## src/rtl/tag_match_pipe_pkg.sv

```systemverilog
// Shared defaults for the tag matcher slice.
// Derived widths and the index encoder stay local to the matcher.
package tag_match_pipe_pkg;

    localparam int unsigned DEF_DATA_WIDTH = 32;
    localparam int unsigned DEF_NUM_WAYS   = 4;
    localparam int unsigned DEF_CNT_WIDTH  = 16;

endpackage : tag_match_pipe_pkg

```

## src/rtl/tag_match_pipe_equal_nbit.sv

```systemverilog
// Generic N-bit equality comparator used for the per-way tag compare.
module equal_nbit #(
    parameter int unsigned WIDTH = 32
) (
    input  logic [WIDTH-1:0] a,
    input  logic [WIDTH-1:0] b,
    output logic             eq_c
);

    assign eq_c = (a == b);

endmodule : equal_nbit

```

## src/rtl/tag_match_pipe.sv

```systemverilog
// Two-stage masked N-way tag matcher with valid/ready flow control,
// lowest-way encoding and saturating lookup/hit statistics.
module tag_match_pipe
    import tag_match_pipe_pkg::*;
#(
    parameter int unsigned DATA_WIDTH = DEF_DATA_WIDTH,
    parameter int unsigned NUM_WAYS   = DEF_NUM_WAYS,
    parameter int unsigned CNT_WIDTH  = DEF_CNT_WIDTH
) (
    input  logic                           i_clk,
    input  logic                           i_rst_n,
    input  logic                           i_valid,
    output logic                           o_ready,
    input  logic [DATA_WIDTH-1:0]          i_key,
    input  logic [DATA_WIDTH-1:0]          i_mask,
    input  logic [NUM_WAYS*DATA_WIDTH-1:0] i_tags,
    input  logic [NUM_WAYS-1:0]            i_tag_valid,
    output logic                           o_valid,
    input  logic                           i_ready,
    output logic                           o_hit,
    output logic                           o_multi_hit,
    output logic [NUM_WAYS-1:0]            o_way_onehot,
    output logic [$clog2(NUM_WAYS)-1:0]    o_way_idx,
    input  logic                           i_cnt_clr,
    output logic [CNT_WIDTH-1:0]           o_lookup_cnt,
    output logic [CNT_WIDTH-1:0]           o_hit_cnt
);

    localparam int unsigned WAY_IDX_W = $clog2(NUM_WAYS);

    function automatic logic [WAY_IDX_W-1:0] onehot_to_idx(input logic [NUM_WAYS-1:0] oh);
        logic [WAY_IDX_W-1:0] idx;
        idx = '0;
        for (int unsigned w = 0; w < NUM_WAYS; w++) begin
            if (oh[w]) idx = idx | WAY_IDX_W'(w);
        end
        return idx;
    endfunction

    logic [NUM_WAYS-1:0]   tag_eq;
    logic [NUM_WAYS-1:0]   match_c;
    logic                  s1_valid;
    logic [NUM_WAYS-1:0]   s1_match;
    logic                  s2_valid;
    logic                  s1_en;
    logic                  s2_en;
    logic [NUM_WAYS-1:0]   lowest_c;
    logic                  out_hs;

    // Per-way masked compare; invalid ways are forced to miss.
    for (genvar w = 0; w < NUM_WAYS; w++) begin : g_way
        equal_nbit #(
            .WIDTH (DATA_WIDTH)
        ) u_eq (
            .a    (i_key & i_mask),
            .b    (i_tags[w*DATA_WIDTH +: DATA_WIDTH] & i_mask),
            .eq_c (tag_eq[w])
        );
    end

    assign match_c = tag_eq & i_tag_valid;

    // Bubble-collapsing enables: an empty stage always loads.
    assign s2_en   = ~s2_valid | i_ready;
    assign s1_en   = ~s1_valid | s2_en;
    assign o_ready = s1_en;
    assign o_valid = s2_valid;
    assign out_hs  = s2_valid & i_ready;

    // Two's-complement trick isolates the lowest matching way.
    assign lowest_c = s1_match & (~s1_match + NUM_WAYS'(1));

    always_ff @(posedge i_clk or negedge i_rst_n) begin
        if (!i_rst_n) begin
            s1_valid <= 1'b0;
            s1_match <= '0;
        end else if (s1_en) begin
            s1_valid <= i_valid;
            s1_match <= match_c;
        end
    end

    always_ff @(posedge i_clk or negedge i_rst_n) begin
        if (!i_rst_n) begin
            s2_valid     <= 1'b0;
            o_hit        <= 1'b0;
            o_multi_hit  <= 1'b0;
            o_way_onehot <= '0;
            o_way_idx    <= '0;
        end else if (s2_en) begin
            s2_valid     <= s1_valid;
            o_hit        <= |s1_match;
            // Clearing the lowest set bit leaves something iff two or more matched.
            o_multi_hit  <= |(s1_match & (s1_match - NUM_WAYS'(1)));
            o_way_onehot <= lowest_c;
            o_way_idx    <= onehot_to_idx(lowest_c);
        end
    end

    // Statistics count delivered results; clear beats increment.
    always_ff @(posedge i_clk or negedge i_rst_n) begin
        if (!i_rst_n) begin
            o_lookup_cnt <= '0;
            o_hit_cnt    <= '0;
        end else if (i_cnt_clr) begin
            o_lookup_cnt <= '0;
            o_hit_cnt    <= '0;
        end else if (out_hs) begin
            if (~&o_lookup_cnt) o_lookup_cnt <= o_lookup_cnt + CNT_WIDTH'(1);
            if (o_hit && ~&o_hit_cnt) o_hit_cnt <= o_hit_cnt + CNT_WIDTH'(1);
        end
    end

endmodule : tag_match_pipe

```

## config.mk

```make
export PLATFORM = sky130hd
export DESIGN_NAME = tag_match_pipe
export DESIGN_NICKNAME = d
export VERILOG_FILES = /design/src/rtl/tag_match_pipe_pkg.sv /design/src/rtl/tag_match_pipe_equal_nbit.sv /design/src/rtl/tag_match_pipe.sv
export SDC_FILE = /design/constraint.sdc
export NUM_CORES = 1
export LEC_CHECK = 0
export BUFFER_PORTS_ARGS = -buffer_cell sky130_fd_sc_hd__buf_2
export CAP_MARGIN = 25
export CORE_MARGIN = 1.5
export CORE_UTILIZATION = 24
export CTS_BUF_LIST = sky130_fd_sc_hd__clkbuf_16
export DETAILED_ROUTE_END_ITERATION = 10
export PLACE_DENSITY = 0.53
export SYNTH_ARGS = -nofsm -noshare
export SYNTH_HDL_FRONTEND = slang
export SYNTH_SLANG_ARGS = --single-unit
```

## constraint.sdc

```tcl
create_clock -name i_clk -period 3.5 [get_ports i_clk]
set_clock_uncertainty 0.15 [all_clocks]
set_input_delay 0.175 -clock i_clk [delete_from_list [all_inputs] [get_ports i_clk]]
set_output_delay 0.175 -clock i_clk [all_outputs]
set_load 0.02 [all_outputs]
```

# After elaboration in Yosys (flattened, before gate mapping)

Cells that the tools add are included.

Bits of input ports: 201
Flip-flop bits (word level): 46
Output and inout bits: 42
Logic and storage cells: 51

Reductions and logical operators: 10
Bitwise gates (word level): 14
Add/sub/neg operators: 4
Equal/unequal tests: 5
Multiplexer cells: 9

Operators with widths:

| cell                                                                | number |
|---|---|
| 32-bit AND                                                          | 5 |
| 32-bit == test                                                      | 4 |
| 16-bit two-way mux                                                  | 6 |
| 16-bit by 1-bit adder with 16-bit output (second input constant)    | 2 |
| 16-bit AND reduction                                                | 2 |
| 4-bit AND                                                           | 3 |
| 4-bit OR reduction                                                  | 2 |
| 4-bit by 1-bit adder with 4-bit output (second input constant)      | 1 |
| 2-bit two-way mux                                                   | 2 |
| 4-bit NOT                                                           | 1 |
| 2-bit AND reduction                                                 | 2 |
| 2-bit nonzero test                                                  | 2 |
| 4-bit by 1-bit subtractor with 4-bit output (second input constant) | 1 |
| 2-bit != test (second input constant)                               | 1 |
| 1-bit NOT                                                           | 2 |
| 1-bit OR                                                            | 2 |
| 1-bit AND                                                           | 1 |
| 1-bit logical AND                                                   | 1 |
| 1-bit logical NOT                                                   | 1 |
| 1-bit two-way mux                                                   | 1 |

# Depth between registers and ports, before layout

Gate-level depths: netlist (run 1).

Word-level depth: 6
Mapped depth: 8
Mapped depth without buffers: 6

# Hierarchy

A second synthesis (run 1) with hierarchy kept.

Cell total of the unflattened synthesis: 584
Area total of the unflattened synthesis: 4812.1 um2

By module, submodules not included:

| module         | area each (um2) | cells an instance | seq. area each (um2) | instances |
|---|---|---|---|---|
| tag_match_pipe | 3425.8          | 412               | 1151.1               | 1 |
| equal_nbit     | 346.6           | 43                | 0.0                  | 4 |

# Worst setup path before layout (run 1)

Ideal clock, no wire load.

Kind: flip-flop to flip-flop
From: reg o_lookup_cnt[0]
To: reg o_lookup_cnt[6]
Data required time: 3.272 ns
Period minus slack after synthesis: 2.282 ns
Cell stages (with the launch flop): 8
Path buffers: 1
Setup slack: 1.218 ns
Arrival time: 2.054 ns
Library setup time: 0.078 ns
Cells stage by stage: dfrtp_1 > ha_1 > and3_1 > and2_0 > and2_4 > buf_6 > or4_1 > a21oi_1

Word-level cells in the longest chain between the ends: 4
Elaborated cells on any way between the ends: 7
Those cells by class: add/sub: 1; eq/ne: 1; mux: 3; reduce/logical: 2

Ends and longest elaborated chain:

| what                                     | RTL line              | text |
|---|---|---|
| from (decl)                              | tag_match_pipe.sv:25  | `output logic [CNT_WIDTH-1:0] o_lookup_cnt,` |
| from (signal assigned)                   | tag_match_pipe.sv:109 | `if (~&o_lookup_cnt) o_lookup_cnt <= o_lookup_cnt + CNT_WIDTH'(1);` |
| 16-bit by 1-bit adder with 16-bit output | tag_match_pipe.sv:109 |  |
| 16-bit two-way mux                       | tag_match_pipe.sv:109 |  |
| 16-bit two-way mux                       | tag_match_pipe.sv:108 | `end else if (out_hs) begin` |
| 16-bit two-way mux                       | tag_match_pipe.sv:105 | `end else if (i_cnt_clr) begin` |

Several ways; a longest one is shown, not always the timed one. The select of a mux whose other input is x is not followed.
A chain may end at the register's enable or synchronous reset.

# Worst setup path after layout (run 1)

Ends and elaborated chain as after synthesis.

==> results of run 1 <==
[cell type report]
type	instances	area share (%)
Timing Repair Buffer	247	22.2
Clock buffer	5	2.19
Multi-Input combinational cell	387	49.2
Inverter	6	0.395
Antenna cell	4	0.176
Tap cell	220	4.83
Sequential cell	46	20.2
Clock inverter	3	0.768
[cell families after synthesis]
group / synth area share (%)
compound gates: 19.4
xor+xnor: 32.6
fa+ha+maj: 0.620
buf+inv: 1.86
flops: 28.5
mux: 0.775
simple gates: 16.3
[metal layers]
metal	global-route usage (%)	vias up	part of all wire, %
met1	20.7	2045	39
met4	5.98	0	2.8
met3	3.49	26	5.5
met2	36.6	181	53
met5	0	-	0
li1	-	2145	-
[final timing paths]
kind                                             start                          end  slack, ns  depth (start not counted)
setup / recovery           o_lookup_cnt[0]$_DFFE_PN0P_  o_lookup_cnt[6]$_DFFE_PN0P_       1.27                          6
hold / removal                               i_cnt_clr  o_lookup_cnt[2]$_DFFE_PN0P_      0.006                          2
setup reg to reg           o_lookup_cnt[0]$_DFFE_PN0P_  o_lookup_cnt[6]$_DFFE_PN0P_       1.27                          6
hold reg to reg                   s1_valid$_DFFE_PN0P_          o_valid$_DFFE_PN0P_       0.30                          1
max in group asynchronous                      i_rst_n  o_lookup_cnt[3]$_DFFE_PN0P_       2.44                          3
min in group asynchronous                      i_rst_n    o_hit_cnt[11]$_DFFE_PN0P_       0.24                          2
[worst reg2reg max path: stages (launching register included)]
cell and delay, ns:
dfrtp_1 0.42, ha_1 0.26, and3_1 0.22, and2_0 0.24
and2_4 0.22, or4_1 0.50, a21oi_1 0.15
[stage by stage]
step	instance area (sq um)	setup WS, ns	total power, uW
after detailed placement	5500	1.29	1010
after CTS	5690	1.27	1560
after global placement	5480	1.34	1000
after global routing	5700	1.16	1630
final	5700	1.27	1540
after floorplan	4030	1.22	743
[where the power goes]
part	internal (uW)	switching [uW]	total, uW
clock	338	204	542
sequential	537	7.56	545
combinational	203	251	454
[flip-flops by register name, indices dropped and copies added, names as in the netlist]
register / flops
o_way_onehot: 4
o_lookup_cnt: 16
o_hit_cnt: 16
o_multi_hit: 1
o_hit: 1
s1_match: 4
o_valid: 1
s1_valid: 1
o_way_idx: 2
[Yosys cell counts (7+ instances only)]
| cell | n | share of area, % |
|---|---|---|
| xnor2_1 | 22 | 4.8 |
| a22oi_1 | 49 | 9.1 |
| dfrtp_1 | 46 | 29 |
| nand2_1 | 21 | 2.0 |
| xor2_1 | 128 | 28 |
| a211oi_1 | 7 | 1.3 |
| nand3_1 | 8 | 0.99 |
| nor2_1 | 28 | 2.6 |
| nor3_1 | 8 | 0.99 |
| nand4_1 | 23 | 3.6 |
| a21oi_1 | 18 | 2.2 |
| o21ai_0 | 9 | 1.1 |
| a22o_1 | 7 | 1.5 |
==> impl_results.md, run 1 <==
* Die area at 17600 sq um
* Port-buffer cells at 242
* Clk_lat worst skew at 0.28 ns
* Vias in the first global route at 4469
* Iteration-0 DRC Markers at roughly 170
* Nets at roughly 900
* Register cell area after layout at 1150 sq um
* Fillers at 1781
* GRT Util Overall at 18.9%
* Max-cap violations at 0
* Final hold slack at 0.00596 ns
* Worst vdd ir at 0.192 mV
* Crit path max-delay cell type: or4_1
* Asr flop ratio synth at 100%
* FP Rows at 47
* Final Hold Viols at 0
* Max clock buf depth at 2
* Clock sink total at 46
* Cell Area, Synth at 4030 sq um
* Clock slew at reported path FFs at 0.07 ns
* First-pass GRT wire length at about 25000 um
* Prevailing post-synth register cell: dfrtp_1
* Worst EP arrival at 2.30 ns
* Non-Filler Instances at between 900 and 1000
* CP top delay family: simple AND/OR/NAND/NOR gates
* Routed wire length at roughly 17000 um
* Most common library cell in the layout ignoring fill and taps: buf_2
* Root buffer cell: clkbuf_16
* Pwr dens at 270 nW/um^2
* Commonest non-fill, non-tap cells in the layout: buf_2, xor2_1, a22oi_1, dfrtp_1, nor2_1
* Highest clock rate at 0.448 GHz
* Setup Crit Path Kind: flop to flop
* Setup TNS Final at 0 ns
* Global route overflow at 0
* Period minus WS final at 2.23 ns
* Starting Density at 24.4%
* Layout cells sized above 1 at between 30% and 40%
* Core ar. at 16500 sq um
* Worst slew pin tran at 0.804 ns
* Rel. slew slack at 46.3%
* Seq/Total Area, Yosys at between 20% and 30%
* CP Buf/Inv Count at 0
* First drt pass iteration count at 5
* CP Cell Sequence: ha_1, and3_1, and2_0, and2_4, or4_1, a21oi_1
* Die Span X at 133 um
* Initial antenna violation count at 4
* Worst path max stage delay at 0.50 ns
* Cell variety after synth at 43
* Hold crit path type: primary input to flop
* CP Capture Type: flop
* RSZ-0062 raised after global routing: false
* Hold Buf Count CTS at 2
* Post-Route Utilization at 34.5%
* WP data required at around 3.6 ns
* Syn_area_per_cell at approximately 9 sq um
* Final Cycle Share at a little under two thirds
* Routability-driven placement congestion ratio at 0.864
* Slew Limit Fails at 0
* H-tree Lvls at 2
* #FFs+latches synth at 46
* CP startpoint kind: flop
* Die height at 133 um
* Hpwl dp at 14700 um
* Final setup vio count at 0
* TritonCTS Buffers at 5
* Multi-input logic area at 2810 sq um
* ANT nets after route at 0
* Largest net degree at the start of global routing at 28
* Syn Nets at 651
* Routed len/inst at 18.5 um
* CP max FO at 11
* Cell Count Post-Placement at 904
* EDFF count, synth at 0
* Synth-to-Final Area Change at 41.3%
* Ports at 243
* Run status: finished clean
* Vias post-DR at 4397
* CTS tree: yes
* CTS resizes at 0
* Ys Warns at 0
* Post-Syn Instances at 448
* DRC violation count after routing at 0
* Vias per cell at roughly 4.8
* Lkg Pwr at 0.00276 uW
* Number of setup buffers added after CTS at 0
Power figures use the tool's default switching activity.
==> run 2: changes to the inputs <==
==> constraint.sdc (replaced) <==
create_clock -name i_clk -period 2.3 [get_ports i_clk]
set_clock_uncertainty 0.15 [all_clocks]
set_input_delay 0.115 -clock i_clk [delete_from_list [all_inputs] [get_ports i_clk]]
set_output_delay 0.115 -clock i_clk [all_outputs]
set_load 0.02 [all_outputs]
==> run 2 against run 1 <==
Net effect:
- utilization rose by 0.19 points
- power rose by 44%
- hold slack improved by 0.051 ns
- combinational power rose by 55%
- critical path depth did not move
- clock power rose by 27%
- non-clock buffer count rose by 7
- largest power group unchanged
- highest routed layer unchanged
==> impl_results.md, run 2 (synthesized netlist as in run 1, its figures left out) <==
* First drt pass iteration count at 5 (unchanged)
* Iteration-0 DRC Markers at 181 (+7.1%)
* Clock sink total at 46 (unchanged)
* Ports at 243 (unchanged)
* Vias per cell at 4.76 (-0.54%)
* TritonCTS Buffers at 5 (unchanged)
* Port-buffer cells at 242 (unchanged)
* CP startpoint kind: flop
* Setup Crit Path Kind: flop to flop
* Lkg Pwr at 0.00278 uW (+0.87%)
* Worst EP arrival at 2.22 ns (-0.08 ns)
* CP Capture Type: flop
* R2r setup slk at 0.14 ns (-1.13 ns)
* Layout cells sized above 1 at 37.4% (+0.20 points)
* Largest net degree at the start of global routing at 47 (+68%)
* GRT Util Overall at 19.1% (+0.11 points)
* Clock slew at reported path FFs at 0.06 ns (about the same)
* Max clock buf depth at 2 (unchanged)
* Hold path start: i_tag_valid[2]
* Initial antenna violation count at 2 (-2)
* Rel. slew slack at 61.1% (+15 points)
* Routed wire length at 17000 um (+0.17%)
* CP max FO at 11 (unchanged)
* Hold crit path type: primary input to flop
* H-tree Lvls at 2 (unchanged)
* Starting Density at 24.4% (unchanged)
* Die area at 17600 sq um (unchanged)
* Routability-driven placement congestion ratio at 0.907 (+4.9%)
* Routed len/inst at 18.4 um (-0.38%)
* Nets at 903 (+0.78%)
* Final setup vio count at 0 (unchanged)
* DRC violation count after routing at 0 (unchanged)
* RSZ-0062 raised after global routing: true
* Largest registers: o_hit_cnt: 16 flops, o_lookup_cnt: 16 flops
* ANT nets after route at 0 (unchanged)
* Vias post-DR at 4397 (unchanged)
* Worst r2r src: o_lookup_cnt[1]$_DFFE_PN0P_
* R2r worst-path depth at 6 (unchanged)
* Placed Area at 5550 sq um (+0.82%)
* Final Cycle Share at 93.9% (+30 points)
* Worst Hold Path EP: s1_match[2]$_DFFE_PN0P_
* Final Hold Viols at 0 (unchanged)
* CTS tree: yes
* Root buffer cell: clkbuf_16
* Pwr dens at 386 nW/um^2 (+43%)
* Core ar. at 16500 sq um (unchanged)
* Hpwl dp at 14500 um (-0.96%)
* Clk_lat worst skew at 0.28 ns (about the same)
* Commonest non-fill, non-tap cells in the layout: buf_2, xor2_1, a22oi_1, dfrtp_1, nor2_1
* WHS Path Cells at 4 (+2)
* Slew Limit Fails at 0 (unchanged)
* Crit Reg-Reg Endpoint: o_lookup_cnt[5]$_DFFE_PN0P_
* Fillers at 1750 (-1.7%)
* Highest clock rate at 0.463 GHz (+3.4%)
* Period minus WS final at 2.16 ns (-0.0728 ns)
* Die height at 133 um (unchanged)
* Max-cap violations at 0 (unchanged)
* Most common library cell in the layout ignoring fill and taps: buf_2
* FP Rows at 47 (unchanged)
* Vias in the first global route at 4514 (+1.0%)
* WP data required at 2.36 ns (-1.20 ns)
* Final hold slack at 0.0567 ns (+0.0508 ns)
* Synth-to-Final Area Change at 42.1%
* Worst vdd ir at 0.235 mV (+22%)
* Global route overflow at 0 (unchanged)
* Die Span X at 133 um (unchanged)
* Worst slew pin tran at 0.584 ns (-0.220 ns)
* Finished layout cell area at 5730 sq um (+0.55%)
* Run status: finished clean
* First-pass GRT wire length at 25500 um (+0.73%)
==> run 2: cell count changes in the layout (fill, tap and decap cells not counted), sizes merged <==
| cell | before | now |
|---|---|---|
| buf | 245 | 251 |
| dlygate4sd3 | 2 | 3 |
| bufinv | 1 | 0 |
| diode | 4 | 2 |
| clkinv | 1 | 2 |
==> run 2: worst max-delay path: stages (launching register included) <==
cell and delay [ns]:
dfrtp_1 0.41, ha_1 0.23, and3_1 0.21, and2_1 0.22, and2_4 0.20, or4_1 0.50
a21oi_1 0.16
==> run 2: timing repair <==
action,in CTS,in global routing
setup endpoints to repair,0,6
buffers inserted,0,0
resized for setup,0,2
hold buffers,3,0
hold endpoints to repair,50,0
==> run 2: layer usage <==
layer / GRT usage [%] / vias to the layer above / routed length [um]
li1: - / 2156 / -
met1: 21.0 / 2021 / 6350
met2: 36.3 / 192 / 9010
met3: 3.68 / 28 / 1120
met4: 6.53 / 0 / 508
met5: 0 / - / 0
==> run 2: layout make-up <==
class                           count  area, sq um  share of cell area, %
Multi-Input combinational cell    387         2820                   49.2
Timing Repair Buffer              254         1320                   23.0
Sequential cell                    46         1150                   20.1
Tap cell                          220          275                   4.80
Clock buffer                        5          125                   2.18
Inverter                            6         22.5                  0.393
Clock inverter                      3         12.5                  0.218
Antenna cell                        2         5.00                 0.0873
==> run 2: how the worst max path moves through the flow <==
stage / from / to / depth (start not counted)
global placement: o_hit_cnt[1]$_DFFE_PN0P_ / o_hit_cnt[14]$_DFFE_PN0P_ / 6
floorplan: o_lookup_cnt[0]$_DFFE_PN0P_ / o_lookup_cnt[6]$_DFFE_PN0P_ / 7
global route: o_hit_cnt[1]$_DFFE_PN0P_ / o_hit_cnt[12]$_DFFE_PN0P_ / 6
CTS: o_lookup_cnt[1]$_DFFE_PN0P_ / o_lookup_cnt[5]$_DFFE_PN0P_ / 6
finish: o_lookup_cnt[1]$_DFFE_PN0P_ / o_lookup_cnt[5]$_DFFE_PN0P_ / 6
detailed placement: o_lookup_cnt[1]$_DFFE_PN0P_ / o_lookup_cnt[5]$_DFFE_PN0P_ / 6
==> run 2: power by group <==
| part | leakage (uW) | internal (uW) | switching, uW |
|---|---|---|---|
| logic | 0.00208 | 318 | 385 |
| clock network | 0.0000724 | 393 | 294 |
| registers | 0.000634 | 818 | 6.35 |
==> run 2: through the flow <==
stage	util [%]	std cells	total power, uW	TNS (ns)	setup slack [ns]
3_3_place_gp	33.6	910	1540	0	0.152
3_5_place_dp	33.6	910	1540	0	0.105
5_1_grt	34.7	923	2340	-0.00855	-0.00855
2_1_floorplan	-	448	1130	0	0.0177
6_report	34.7	923	2210	0	0.139
4_1_cts	34.6	921	2250	0	0.0888
==> run 3: changes to the inputs <==
--- a/config.mk
+++ b/config.mk
@@ -8,10 +8,10 @@
 export BUFFER_PORTS_ARGS = -buffer_cell sky130_fd_sc_hd__buf_2
 export CAP_MARGIN = 25
 export CORE_MARGIN = 1.5
-export CORE_UTILIZATION = 24
+export CORE_UTILIZATION = 45
 export CTS_BUF_LIST = sky130_fd_sc_hd__clkbuf_16
 export DETAILED_ROUTE_END_ITERATION = 10
-export PLACE_DENSITY = 0.53
+export PLACE_DENSITY = 0.86
 export SYNTH_ARGS = -nofsm -noshare
 export SYNTH_HDL_FRONTEND = slang
 export SYNTH_SLANG_ARGS = --single-unit
==> run 3 against run 2 <==
Net effect:
- hold slack got worse by 0.024 ns
- global-route usage rose by 13 points
- routed wire length fell by 5.6%
- combinational power fell by 3%
- worst setup slack got worse by 0.047 ns
- utilization rose by 29 points
- die area fell by 46%
- power rose by 4.1%
- sequential power rose by 0.6%
- via count rose by 5.4%
- clock-buffer cell count did not move
- sequential share of layout area rose by 0.64 points
- largest cell class unchanged
- highest routed layer unchanged
==> impl_results.md, run 3 (synthesized netlist as in run 1, its figures left out) <==
* Run status: finished clean
* Clk pwr share at 34.3% (+3.3 points)
* Largest registers: o_hit_cnt: 16 flops, o_lookup_cnt: 16 flops
* Rel. slew slack at 63.5% (+2.4 points)
* Pwr dens at 414 nW/um^2 (+7.3%)
* Setup Crit Path Kind: flop to flop
* Crit path max-delay cell type: or4b_1
* Routability-driven placement congestion ratio at 1.04 (+15%)
* Synth-to-Final Area Change at 37.9%
* Worst r2r src: o_hit_cnt[0]$_DFFE_PN0P_
* Clock slew at reported path FFs at 0.06 ns (about the same)
* Slew Limit Fails at 0 (unchanged)
* R2r worst-path depth at 6 (unchanged)
* Nets at 899 (-0.44%)
* Starting Density at 46.3% (+22 points)
* Logic gate share of total power at 29.7% (-2.1 points)
* CTS tree: yes
* Initial antenna violation count at 3 (+1)
* CP max FO at 6 (-5)
* Routed len/inst at 19.9 um (+8.0%)
* Die area at 9540 sq um (-46%)
* Largest net degree at the start of global routing at 21 (-55%)
* Die Span X at 97.7 um (-26%)
* GRT Util Overall at 32.5% (+13 points)
* Dpl ws at 0.0669 ns (-0.0380 ns)
* DRC violation count after routing at 0 (unchanged)
* Switching Fraction at 29.2% (-1.7 points)
* Worst slew pin tran at 0.546 ns (-0.0374 ns)
* Lkg Pwr at 0.00277 uW (-0.42%)
* Worst Slack Setup Final at 0.0923 ns (-0.0469 ns)
* TritonCTS Buffers at 5 (unchanged)
* Worst path max stage delay at 0.61 ns (+0.11 ns)
* Root buffer cell: clkbuf_16
* Final Hold Viols at 0 (unchanged)
* CP Capture Type: flop
* FP Rows at 34 (-28%)
* ANT nets after route at 0 (unchanged)
* Port-buffer cells at 242 (unchanged)
* Highest clock rate at 0.453 GHz (-2.1%)
* Max-cap violations at 0 (unchanged)
* Routed wire length at 16000 um (-5.6%)
* Fillers at 756 (-57%)
* First drt pass iteration count at 5 (unchanged)
* Number of setup buffers added after CTS at 0 (unchanged)
* Worst vdd ir at 0.343 mV (+46%)
* Clk_lat worst skew at 0.28 ns (about the same)
* Period minus WS final at 2.21 ns (+0.0469 ns)
* Crit path launch: o_hit_cnt[0]$_DFFE_PN0P_
* Non-Filler Instances at 807 (-13%)
* Worst EP arrival at 2.22 ns (about the same)
* First-pass GRT wire length at 24400 um (-4.4%)
* H-tree Lvls at 2 (unchanged)
* Sw power at 673 uW (-1.8%)
* RSZ-0062 raised after global routing: true
* Crit Reg-Reg Endpoint: o_hit_cnt[12]$_DFFE_PN0P_
* Die height at 97.7 um (-26%)
* Vias in the first global route at 4726 (+4.7%)
* Hpwl dp at 13600 um (-6.7%)
* Hold path start: i_cnt_clr
* R2r setup slk at 0.09 ns (-0.05 ns)
* Commonest non-fill, non-tap cells in the layout: buf_2, xor2_1, a22oi_1, dfrtp_1, nor2_1
* Ports at 243 (unchanged)
* Global route overflow at 0 (unchanged)
* CP Cell Sequence: ha_1, inv_1, or4b_1, a211oi_1, xnor2_1, nor2_1
* Clock sink total at 46 (unchanged)
* Most common library cell in the layout ignoring fill and taps: buf_2
* CP startpoint kind: flop
* Final hold slack at 0.0325 ns (-0.0242 ns)
* Cell Count Post-Placement at 795 (-13%)
* P_int at 1630 uW (+6.8%)
* WP data required at 2.32 ns (-0.04 ns)
* Core ar. at 8720 sq um (-47%)
* Iteration-0 DRC Markers at 274 (+51%)
* Vias per cell at 5.74 (+21%)
* Final Cycle Share at 96.0% (+2.0 points)
* Layout cells sized above 1 at 37.3% (-0.072 points)
* Hold crit path type: primary input to flop
* Crit path capture: o_hit_cnt[12]$_DFFE_PN0P_
* Max clock buf depth at 2 (unchanged)
* Final setup vio count at 0 (unchanged)
* Seq pwr share at 35.9% (-1.3 points)
* Vias post-DR at 4633 (+5.4%)
==> run 3: per-stage QoR <==
step | cell area (sq um) | utilization, % | power (uW) | setup TNS [ns]
CTS | 5560 | 63.7 | 2310 | 0
floorplan | 4030 | - | 1130 | 0
finish | 5560 | 63.8 | 2310 | 0
global placement | 5370 | 61.6 | 1510 | 0
global route | 5560 | 63.8 | 2390 | -0.0217
detailed placement | 5370 | 61.6 | 1520 | 0
==> run 3: power groups by stage <==
stage / clock network (uW) / registers, uW / logic [uW]
floorplan: 0 / 851 / 280
global placement: 0 / 842 / 668
detailed placement: 0 / 843 / 672
CTS: 801 / 828 / 679
global route: 824 / 830 / 736
finish: 791 / 829 / 685
==> run 3: layout make-up <==
cell class	instances	area [sq um]	area share, %
antenna	2	5.00	0.0900
clock buffer	5	125	2.25
clock inverter	3	37.5	0.675
inverter	6	22.5	0.405
multi-input combinational	387	2810	50.5
sequential	46	1150	20.7
tap	108	135	2.43
timing repair buffer	250	1280	22.9
==> run 3: timing repair <==
action                                  CTS  global route
hold buffers                              2             0
endpoints found under the hold margin    47             0
endpoints found under the setup margin    0             6
resized for setup                         0             3
==> run 3: worst min-delay path by stage <==
| stage | endpoint | slack, ns | cells past startpoint |
|---|---|---|---|
| final | o_lookup_cnt[9]$_DFFE_PN0P_ | 0.03 | 2 |
| after global routing | o_lookup_cnt[8]$_DFFE_PN0P_ | 0.04 | 2 |
| after CTS | o_lookup_cnt[6]$_DFFE_PN0P_ | 0.03 | 2 |
| after detailed placement | o_hit_cnt[13]$_DFFE_PN0P_ | -0.13 | 1 |
| after global placement | o_hit_cnt[13]$_DFFE_PN0P_ | -0.13 | 1 |
| after floorplan | o_hit$_DFFE_PN0P_ | -0.33 | 0 |
==> run 3: critical path, delay by kind of cell, from the launching register on <==
kind	cells	cell delay, ns
AOI/OAI and AO/OA	1	0.33
xor gates and xnor gates	1	0.16
adders and majority gates	1	0.26
buffers and inverters	1	0.07
DFF	1	0.44
and+or+nand+nor	2	0.67
==> run 3: per-layer routing <==
metal | wire length [um] | track usage, %
met1 | 6010 | 36.9
met4 | 535 | 12.7
met5 | 0 | 0
met3 | 1120 | 5.54
met2 | 8370 | 59.8
